--- config.mk ---
export PLATFORM = sky130hd
export DESIGN_NAME = rec_play_addr_seq
export DESIGN_NICKNAME = d
export VERILOG_FILES = /design/src/rtl/recorder_pkg.sv /design/src/rtl/sample_tick_gen.sv /design/src/rtl/rec_play_addr_seq.sv
export SDC_FILE = /design/constraint.sdc
export NUM_CORES = 1
export LEC_CHECK = 0
export ABC_AREA = 1
export ABC_CLOCK_PERIOD_IN_PS = 3850
export BUFFER_PORTS_ARGS = -buffer_cell sky130_fd_sc_hd__buf_2
export CAP_MARGIN = 20
export CORE_ASPECT_RATIO = 1.4
export CORE_UTILIZATION = 59
export DETAILED_ROUTE_END_ITERATION = 10
export GPL_TIMING_DRIVEN = 0
export HOLD_SLACK_MARGIN = 0.08
export PLACE_DENSITY = 0.8
export SYNTH_ARGS = -nofsm -noshare
export SYNTH_HDL_FRONTEND = slang
export SYNTH_HIERARCHICAL = 1
export SYNTH_SLANG_ARGS = --single-unit
--- constraint.sdc ---
create_clock -name clk -period 3.85 [get_ports clk]
set_clock_uncertainty 0.1 [all_clocks]
set_input_delay 0.1925 -clock clk [delete_from_list [all_inputs] [get_ports clk]]
set_output_delay 0.1925 -clock clk [all_outputs]
set_load 0.03 [all_outputs]
--- src/rtl/recorder_pkg.sv ---
// Shared types and constants for the recorder address/timing engine.
// Mode decode is a pure function of the registered control strobes.
package recorder_pkg;

    localparam int ADDR_W_DEF = 14;
    localparam logic [3:0] NO_KEY = 4'b1111;

    typedef enum logic [2:0] {
        MODE_CLEAR,
        MODE_REC,
        MODE_REW,
        MODE_PLAY,
        MODE_HOLD_FWD,
        MODE_IDLE
    } mode_e;

    // clea outranks everything; able/direc/twice_play select the rest
    function automatic mode_e decode_mode(input logic able, input logic direc,
                                          input logic clea, input logic twice_play);
        if (clea)
            return MODE_CLEAR;
        if (able) begin
            if (direc)
                return MODE_PLAY;
            return twice_play ? MODE_REW : MODE_REC;
        end
        return direc ? MODE_HOLD_FWD : MODE_IDLE;
    endfunction

endpackage

--- src/rtl/sample_tick_gen.sv ---
// Sample-rate divider: counts 0..DIV-1 and pulses tick for one cycle at DIV-1.
// clr holds the count at 0, so the first tick lands DIV cycles after clr drops.
module sample_tick_gen
    import recorder_pkg::*;
#(
    parameter int DIV = 6250
) (
    input  logic clk,
    input  logic rst,
    input  logic clr,
    output logic tick
);

    localparam int CW = (DIV > 2) ? $clog2(DIV) : 1;
    localparam logic [CW-1:0] LAST = CW'(DIV - 1);

    logic [CW-1:0] cnt;

    always_ff @(posedge clk or posedge rst) begin
        if (rst)
            cnt <= '0;
        else if (clr || cnt == LAST)
            cnt <= '0;
        else
            cnt <= cnt + CW'(1);
    end

    assign tick = !clr && (cnt == LAST);

endmodule

--- src/rtl/rec_play_addr_seq.sv ---
// Record/play address and timing engine behind the recorder control FSM.
// Optional elapsed-seconds counter on pos_sec is enabled by defining POS_SECONDS_EN.
module rec_play_addr_seq
    import recorder_pkg::*;
#(
    parameter int ADDR_W        = ADDR_W_DEF,
    parameter int DIV           = 6250,
    parameter int TICKS_PER_SEC = 8000
) (
    input  logic              clk,
    input  logic              rst,
    input  logic              able,
    input  logic              direc,
    input  logic              clea,
    input  logic              twice_play,
    output logic              finish,
    output logic              mem_full,
    output logic [ADDR_W-1:0] mem_addr,
    output logic              mem_we,
    output logic              mem_re,
    output logic [ADDR_W:0]   rec_len,
    output logic [7:0]        pos_sec
);

    localparam int PW = ADDR_W + 1;
    localparam logic [PW-1:0] DEPTH = PW'(1) << ADDR_W;

    if (DIV < 2 || TICKS_PER_SEC < 1) begin : g_param_check
        $error("rec_play_addr_seq: DIV must be >= 2 and TICKS_PER_SEC >= 1");
    end

    mode_e             mode;
    logic              tick;
    logic [PW-1:0]     wr_ptr, wr_n, rd_ptr, rd_n, step, sum;
    logic [ADDR_W-1:0] addr_n;
    logic              fin_n, we_n, re_n;

    assign mode = decode_mode(able, direc, clea, twice_play);

    sample_tick_gen #(.DIV(DIV)) u_tick (
        .clk  (clk),
        .rst  (rst),
        .clr  (!able || clea),
        .tick (tick)
    );

    always_comb begin
        wr_n   = wr_ptr;
        rd_n   = rd_ptr;
        addr_n = mem_addr;
        fin_n  = finish;
        we_n   = 1'b0;
        re_n   = 1'b0;
        step   = twice_play ? PW'(2) : PW'(1);
        sum    = rd_ptr + step;
        case (mode)
            MODE_CLEAR: begin
                wr_n  = '0;
                rd_n  = '0;
                fin_n = 1'b0;
            end
            MODE_REC: begin
                if (tick && wr_ptr < DEPTH) begin
                    we_n   = 1'b1;
                    addr_n = wr_ptr[ADDR_W-1:0];
                    wr_n   = wr_ptr + PW'(1);
                end
            end
            MODE_REW: begin
                fin_n = finish || (rd_ptr == '0);
                // step back first, then read the sample we landed on
                if (tick && rd_ptr != '0) begin
                    rd_n   = (rd_ptr > PW'(1)) ? rd_ptr - PW'(2) : '0;
                    re_n   = 1'b1;
                    addr_n = rd_n[ADDR_W-1:0];
                end
            end
            MODE_PLAY: begin
                fin_n = finish || (rd_ptr >= wr_ptr);
                if (tick && rd_ptr < wr_ptr) begin
                    re_n   = 1'b1;
                    addr_n = rd_ptr[ADDR_W-1:0];
                    rd_n   = (sum > wr_ptr) ? wr_ptr : sum;
                end
            end
            MODE_HOLD_FWD: begin
                fin_n = 1'b0;
            end
            MODE_IDLE: begin
                rd_n  = '0;
                fin_n = 1'b0;
            end
            default: ;
        endcase
    end

    always_ff @(posedge clk or posedge rst) begin
        if (rst) begin
            wr_ptr   <= '0;
            rd_ptr   <= '0;
            mem_addr <= '0;
            finish   <= 1'b0;
            mem_we   <= 1'b0;
            mem_re   <= 1'b0;
        end else begin
            wr_ptr   <= wr_n;
            rd_ptr   <= rd_n;
            mem_addr <= addr_n;
            finish   <= fin_n;
            mem_we   <= we_n;
            mem_re   <= re_n;
        end
    end

    assign rec_len  = wr_ptr;
    assign mem_full = (wr_ptr == DEPTH);

`ifdef POS_SECONDS_EN
    localparam int SW = $clog2(TICKS_PER_SEC + 2);

    logic [SW-1:0] sub_cnt, sub_n, sub_sum;
    logic [7:0]    sec_q, sec_n;

    always_comb begin
        sub_n   = sub_cnt;
        sec_n   = sec_q;
        sub_sum = sub_cnt + (twice_play ? SW'(2) : SW'(1));
        if (mode == MODE_CLEAR || mode == MODE_IDLE) begin
            sub_n = '0;
            sec_n = '0;
        end else if (tick && (mode == MODE_REC || mode == MODE_PLAY || mode == MODE_REW)) begin
            if (sub_sum >= SW'(TICKS_PER_SEC)) begin
                sub_n = sub_sum - SW'(TICKS_PER_SEC);
                if (mode == MODE_REW)
                    sec_n = (sec_q == 8'd0) ? 8'd0 : sec_q - 8'd1;
                else
                    sec_n = (sec_q == 8'd255) ? 8'd255 : sec_q + 8'd1;
            end else begin
                sub_n = sub_sum;
            end
        end
    end

    always_ff @(posedge clk or posedge rst) begin
        if (rst) begin
            sub_cnt <= '0;
            sec_q   <= '0;
        end else begin
            sub_cnt <= sub_n;
            sec_q   <= sec_n;
        end
    end

    assign pos_sec = sec_q;
`else
    assign pos_sec = '0;
`endif

endmodule

==> metrics.yaml, run 1 <==
status: "completed"
finalCritPeriodShare_pct: 93.6
die_w_um: 81.9
hold_viol: 0
drc: 0
synthCells: 813
vias: 5642
clock_path_buffers: 2
slew_viol_final: 0
slowest_stage: "dfrtp_2"
required_ns: 3.97
power.density_nw_per_um2: 430
synth-compound-area-share_pct: 8.43
ant_nets: 0
worstPathCellList: "ha_1 > fa_1 > inv_1 > nor2_1 > nand3_2 > nor2_4 > nand3_1 > nand2_1 > inv_1 > ha_1 > nand2_1 > nor2_1 > nand3_1 > nand3b_1 > nand2_2 > buf_2 > nand2_1 > nand3_1 > a21oi_1"
fmax_mhz: 278
worstHoldStart: "able"
synth_mux_area_share_pct: 0
maxCapViolations: 0
final_net_count: 918
synth.distinct_cells: 34
grt_use_met3_pct: 7.20
drtIter0Drc: 558
synth_area_um2: 5270
fin_crit_ns: 3.60
r2r_start: "rd_ptr[0]"
crit_type: "reg2reg"
setup_viol: 0
rows: 40
synth-xor-area-share_pct: 3.32
worst_ir_drop_vdd_mv: 0.282
htree_levels: 3
grt-ovfl-total: 0
synth_simple_gate_area_share_pct: 38.8
power_mw: 2.58
whs_endpoint: "finish"
ys_warn_count: 6
async_flop_share_pct: 100
die_h_um: 114
grt_use_met2_pct: 59.7
ys_seq_area_share_pct: 28.5
worstPathArrival_ns: 3.72
rsz0062_at_grt: "no"
grt_start_max_net_pins: 34
initial_core_util_pct: 61.2
leakagePower_nw: 3.12
grt_util_met1_pct: 46.0
numPortBuffers: 37
synth_area_leaders: "dfrtp_1 28%, nand2_1 17%, ha_1 9.0%"
tightestPinTransition_ns: 0.622
dpl_cell_area_um2: 5630
firstDrtPassIters: 5
io_pins: 47
hp-class: "in2reg"
cts_tree: "built"
whs_path_depth: 5
synth_edf_count: 0
regToRegEndpoint: "rd_ptr[1]"
gp_congestion: 1.03
synth_top_family_by_area: "simple AND/OR/NAND/NOR gates"
clk-insertion-delay-late_ns: 0.34
dieArea_um2: 9320
grt_antenna_before_repair: 0
synth_ff_type: "dfrtp_1"
syn_area_per_cell_um2: 6.48
cp_max_fo: 10
ff2ff_path_depth: 19
r2r_slack_ns: 0.25
cts_sinks: 60
final_layout_size_suffix_gt1_share_pct: 12.8
grt.busiest_layer: "met2"
core_um2: 8610
cp-end-kind: "register"
cts.reportedPaths.clkPinSlew_ns: 0.06
grt_pass1_wl_um: 26200
ys_ff_latch: 60
synth_top_area_share_pct: 28.5
grtUsageTotal_pct: 37.3
n_fill_cell: 796
max_stage_delay_ns: 0.44
wl_per_cell_um: 16.7
startpoint_type: "register"
synthAdderAreaFrac_pct: 9.40
grt_pass1_vias: 5353
post-dp-hpwl_um: 12500
slew-limit-headroom_pct: 58.6
synth_top_area_cell: "dfrtp_1"
wirelength_um: 16400
numCtsBuffers: 9
root_buffer: "clkbuf_16"
area_growth_pct: 13.7
fin_area_um2: 5990
insertedDiodeCount: 0
viasPerCell: 5.75
## Yosys cell counts, types with 2 or more instances
cell type,instances
o211ai_1,10
nand4_1,15
nor3_1,22
o21ai_0,13
inv_1,99
nand3_1,79
nand3_2,2
inv_2,6
ha_1,38
nand3b_1,5
nor2_4,2
xnor2_1,3
buf_4,10
clkbuf_1,10
a21oi_1,53
nor4_1,3
nand2_1,244
dfrtp_1,60
buf_6,3
nor2_1,86
xor2_1,17
nor2_2,8
nand2_2,4
buf_2,11
## power by group
| part | internal (mW) | switching, mW |
|---|---|---|
| clock | 0.531 | 0.292 |
| sequential | 0.687 | 0.0777 |
| combinational | 0.331 | 0.657 |
| total | 1.55 | 1.03 |
## state kept, by name (all words and copies together) (netlist names)
signal	flops
finish	1
mem_we	1
u_tick/cnt	13
mem_addr	14
rd_ptr	15
mem_re	1
rec_len	15
## routing by layer
metal	part of all wire [%]	wire length (µm)
met4	5.4	881
met2	48	7810
met1	39	6440
met3	7.7	1270
met5	0	0
## critical path, delay by kind of cell (launching register included)
kind            cells  cell delay, ns
simple gates       12            1.74
fa+ha+maj           3            0.76
flops               1            0.44
compound gates      1            0.08
buf+inv             3            0.36
## through the flow
stage	util, %	worst slack [ns]	instances	setup TNS [ns]	hold slack (ns)
after floorplan	-	0.695	820	0	-0.0305
after global placement	65.2	0.0602	962	0	0.134
after detailed placement	65.4	-0.00188	963	-0.00188	0.0918
after CTS	69.2	0.00629	980	0	0.142
after global routing	69.6	0.0201	982	0	0.188
final	69.6	0.248	982	0	0.146
## kinds of logic (layout without fill, tap and decap cells)
family                   count (synthesis)  after routing
AO/OA/AOI/OAI                           80             80
XOR/XNOR                                20             20
adder cells (fa/ha/maj)                 39             39
buffers and inverters                  140            197
flip-flops                              60             60
other                                    1              8
AND/OR/NAND/NOR                        473            473
## worst max-delay path by stage
| stage | from | to | slack, ns | cells past startpoint |
|---|---|---|---|---|
| CTS | rd_ptr[0] | rd_ptr[13] | 0.006 | 19 |
| global placement | twice_play | rd_ptr[0] | 0.06 | 21 |
| detailed placement | twice_play | rd_ptr[2] | -0.002 | 21 |
| finish | rd_ptr[0] | rd_ptr[1] | 0.25 | 19 |
| floorplan | rd_ptr[0] | rd_ptr[0] | 0.69 | 19 |
| global route | rd_ptr[0] | rd_ptr[3] | 0.02 | 21 |
## final cells by class
class,instances,area [µm²],share of cell area [%]
plain buffers,34,203,3.38
inverters,106,403,6.73
multi-input cells,620,3210,53.6
repair buffers,42,240,4.01
flip-flops and latches,60,1500,25.1
well taps,105,131,2.19
clock buffers,11,253,4.22
clock inverters,4,48.8,0.815
## repair_timing
item / 4_1_cts / 5_1_grt
setup buffers: 0 / 2
hold buffers: 2 / 0
hold endpoints to repair: 39 / 0
endpoints found under the setup margin: 0 / 15
gates resized for setup: 0 / 9
## placed cells by master (no fill, tap or decap), drive strengths merged, types with 2 or more instances in the layout
cell type,n
nand2,249
inv,105
nor2,96
nand3,81
buf,65
dfrtp,60
a21oi,54
ha,38
nor3,23
clkbuf,20
xor2,17
nand4,15
o21ai,13
o211ai,10
conb,8
nand3b,5
clkinv,4
nor4,3
xnor2,3
dlygate4sd3,2
(Power assumes the default switching activity.)
==> run 2, diff against run 1 <==
BUFFER_PORTS_ARGS = -buffer_cell sky130_fd_sc_hd__buf_4   (was -buffer_cell sky130_fd_sc_hd__buf_2)
==> metrics.yaml, run 2 (synthesis results as in run 1) <==
worst_ir_drop_vdd_mv: 0.367
dp_slack_ns: 0.0830
startpoint_type: "register"
setup_viol: 0
required_ns: 3.98
die_h_um: 114
whs_path_depth: 5
cp-startpoint: "rd_ptr[0]"
wl_per_cell_um: 16.7
final_net_count: 916
rsz0062_at_grt: "no"
leakagePower_nw: 3.10
post-dp-hpwl_um: 12700
worstPathArrival_ns: 3.74
dp.cells: 963
worstHoldStart: "able"
slew-limit-headroom_pct: 57.4
core_um2: 8610
final_layout_size_suffix_gt1_share_pct: 12.3
ff2ff_path_depth: 19
regToRegEndpoint: "rd_ptr[0]"
tightestPinTransition_ns: 0.640
drc: 0
r2r_start: "rd_ptr[0]"
grt_pass1_vias: 5300
finalNonFillerCells: 981
grt_pass1_wl_um: 25800
slowest_stage: "dfrtp_2"
fin_area_um2: 6070
viasPerCell: 5.81
power_mw: 2.58
status: "completed"
dieArea_um2: 9320
crit_type: "reg2reg"
clk-insertion-delay-late_ns: 0.34
gp_congestion: 1.02
fmax_mhz: 277
maxCapViolations: 0
insertedDiodeCount: 0
htree_levels: 3
cp-end-kind: "register"
finalCritPeriodShare_pct: 93.7
grt_antenna_before_repair: 0
clock_path_buffers: 2
max_stage_delay_ns: 0.43
wirelength_um: 16400
dpl_cell_area_um2: 5730
firstDrtPassIters: 6
power.density_nw_per_um2: 425
area_growth_pct: 15.1
cts_sinks: 60
layout_setup_ws_ns: 0.241
root_buffer: "clkbuf_16"
initial_core_util_pct: 61.2
fin_crit_ns: 3.61
numCtsBuffers: 9
holdWs_ns: 0.177
cp_max_fo: 10
hp-class: "in2reg"
worstPathCellList: "ha_1 > fa_1 > inv_1 > nor2_1 > nand3_1 > nor2_4 > nand3_1 > nand2_1 > inv_1 > ha_1 > nand2_1 > nor2_1 > nand3_1 > nand3b_1 > nand2_2 > buf_2 > a21oi_1 > nand3b_1 > nand2_1"
grt-ovfl-total: 0
vias: 5695
slew_viol_final: 0
final_util_pct: 70.5
n_fill_cell: 792
hold_viol: 0
grt_start_max_net_pins: 33
final_common_cell: "nand2_1"
cts_tree: "built"
drtIter0Drc: 636
io_pins: 47
ant_nets: 0
tns_ns: 0
layout_common_cells: "242 x nand2_1, 98 x inv_1, 85 x nor2_1, 79 x nand3_1, 59 x dfrtp_1"
grtUsageTotal_pct: 37.2
whs_endpoint: "finish"
cts.reportedPaths.clkPinSlew_ns: 0.06
cts_setup_buffers: 0
die_w_um: 81.9
r2r_slack_ns: 0.24
numPortBuffers: 37
rows: 40
-- run 2: final cells by class --
class	instances	area, µm²	area share, %
plain buffers	34	203	3.34
well taps	105	131	2.17
multi-input cells	620	3200	52.8
flip-flops and latches	60	1500	24.8
repair buffers	40	318	5.24
clock buffers	13	260	4.29
inverters	106	403	6.64
clock inverters	3	45.0	0.743
-- run 2: worst max-delay path by stage --
stage	slack, ns	depth (start not counted)	endpoint
finish	0.24	19	rd_ptr[0]
global route	0.02	18	rd_ptr[5]
CTS	0.08	19	rd_ptr[0]
detailed placement	0.08	21	rd_ptr[0]
global placement	0.12	21	rd_ptr[0]
floorplan	0.69	19	rd_ptr[0]
-- run 2: worst max-delay path: cells and delay by family, from the launching register on --
| family | cells | cell delay, ns |
|---|---|---|
| buffers and inverters | 3 | 0.34 |
| adder cells (fa/ha/maj) | 3 | 0.73 |
| flip-flops | 1 | 0.43 |
| AO/OA/AOI/OAI | 1 | 0.10 |
| AND/OR/NAND/NOR | 12 | 1.79 |
-- run 2: what timing repair did --
item,CTS,global route
hold endpoints to repair,32,0
resized for setup,0,7
hold buffers,2,0
endpoints found under the setup margin,0,15
-- run 2: power by group --
group          leakage, nW  internal (mW)  total [mW]  switching, mW
Clock                0.142          0.536       0.833          0.297
Combinational         2.16          0.340       0.983          0.643
Sequential           0.804          0.687       0.760         0.0729
Total                 3.10           1.56        2.58           1.01
-- run 2: metal layers --
metal  global-route usage [%]  share of wire, %
met5                        0                 0
met4                     23.4               6.5
met3                     6.96               7.9
met2                     58.9                47
met1                     45.4                38
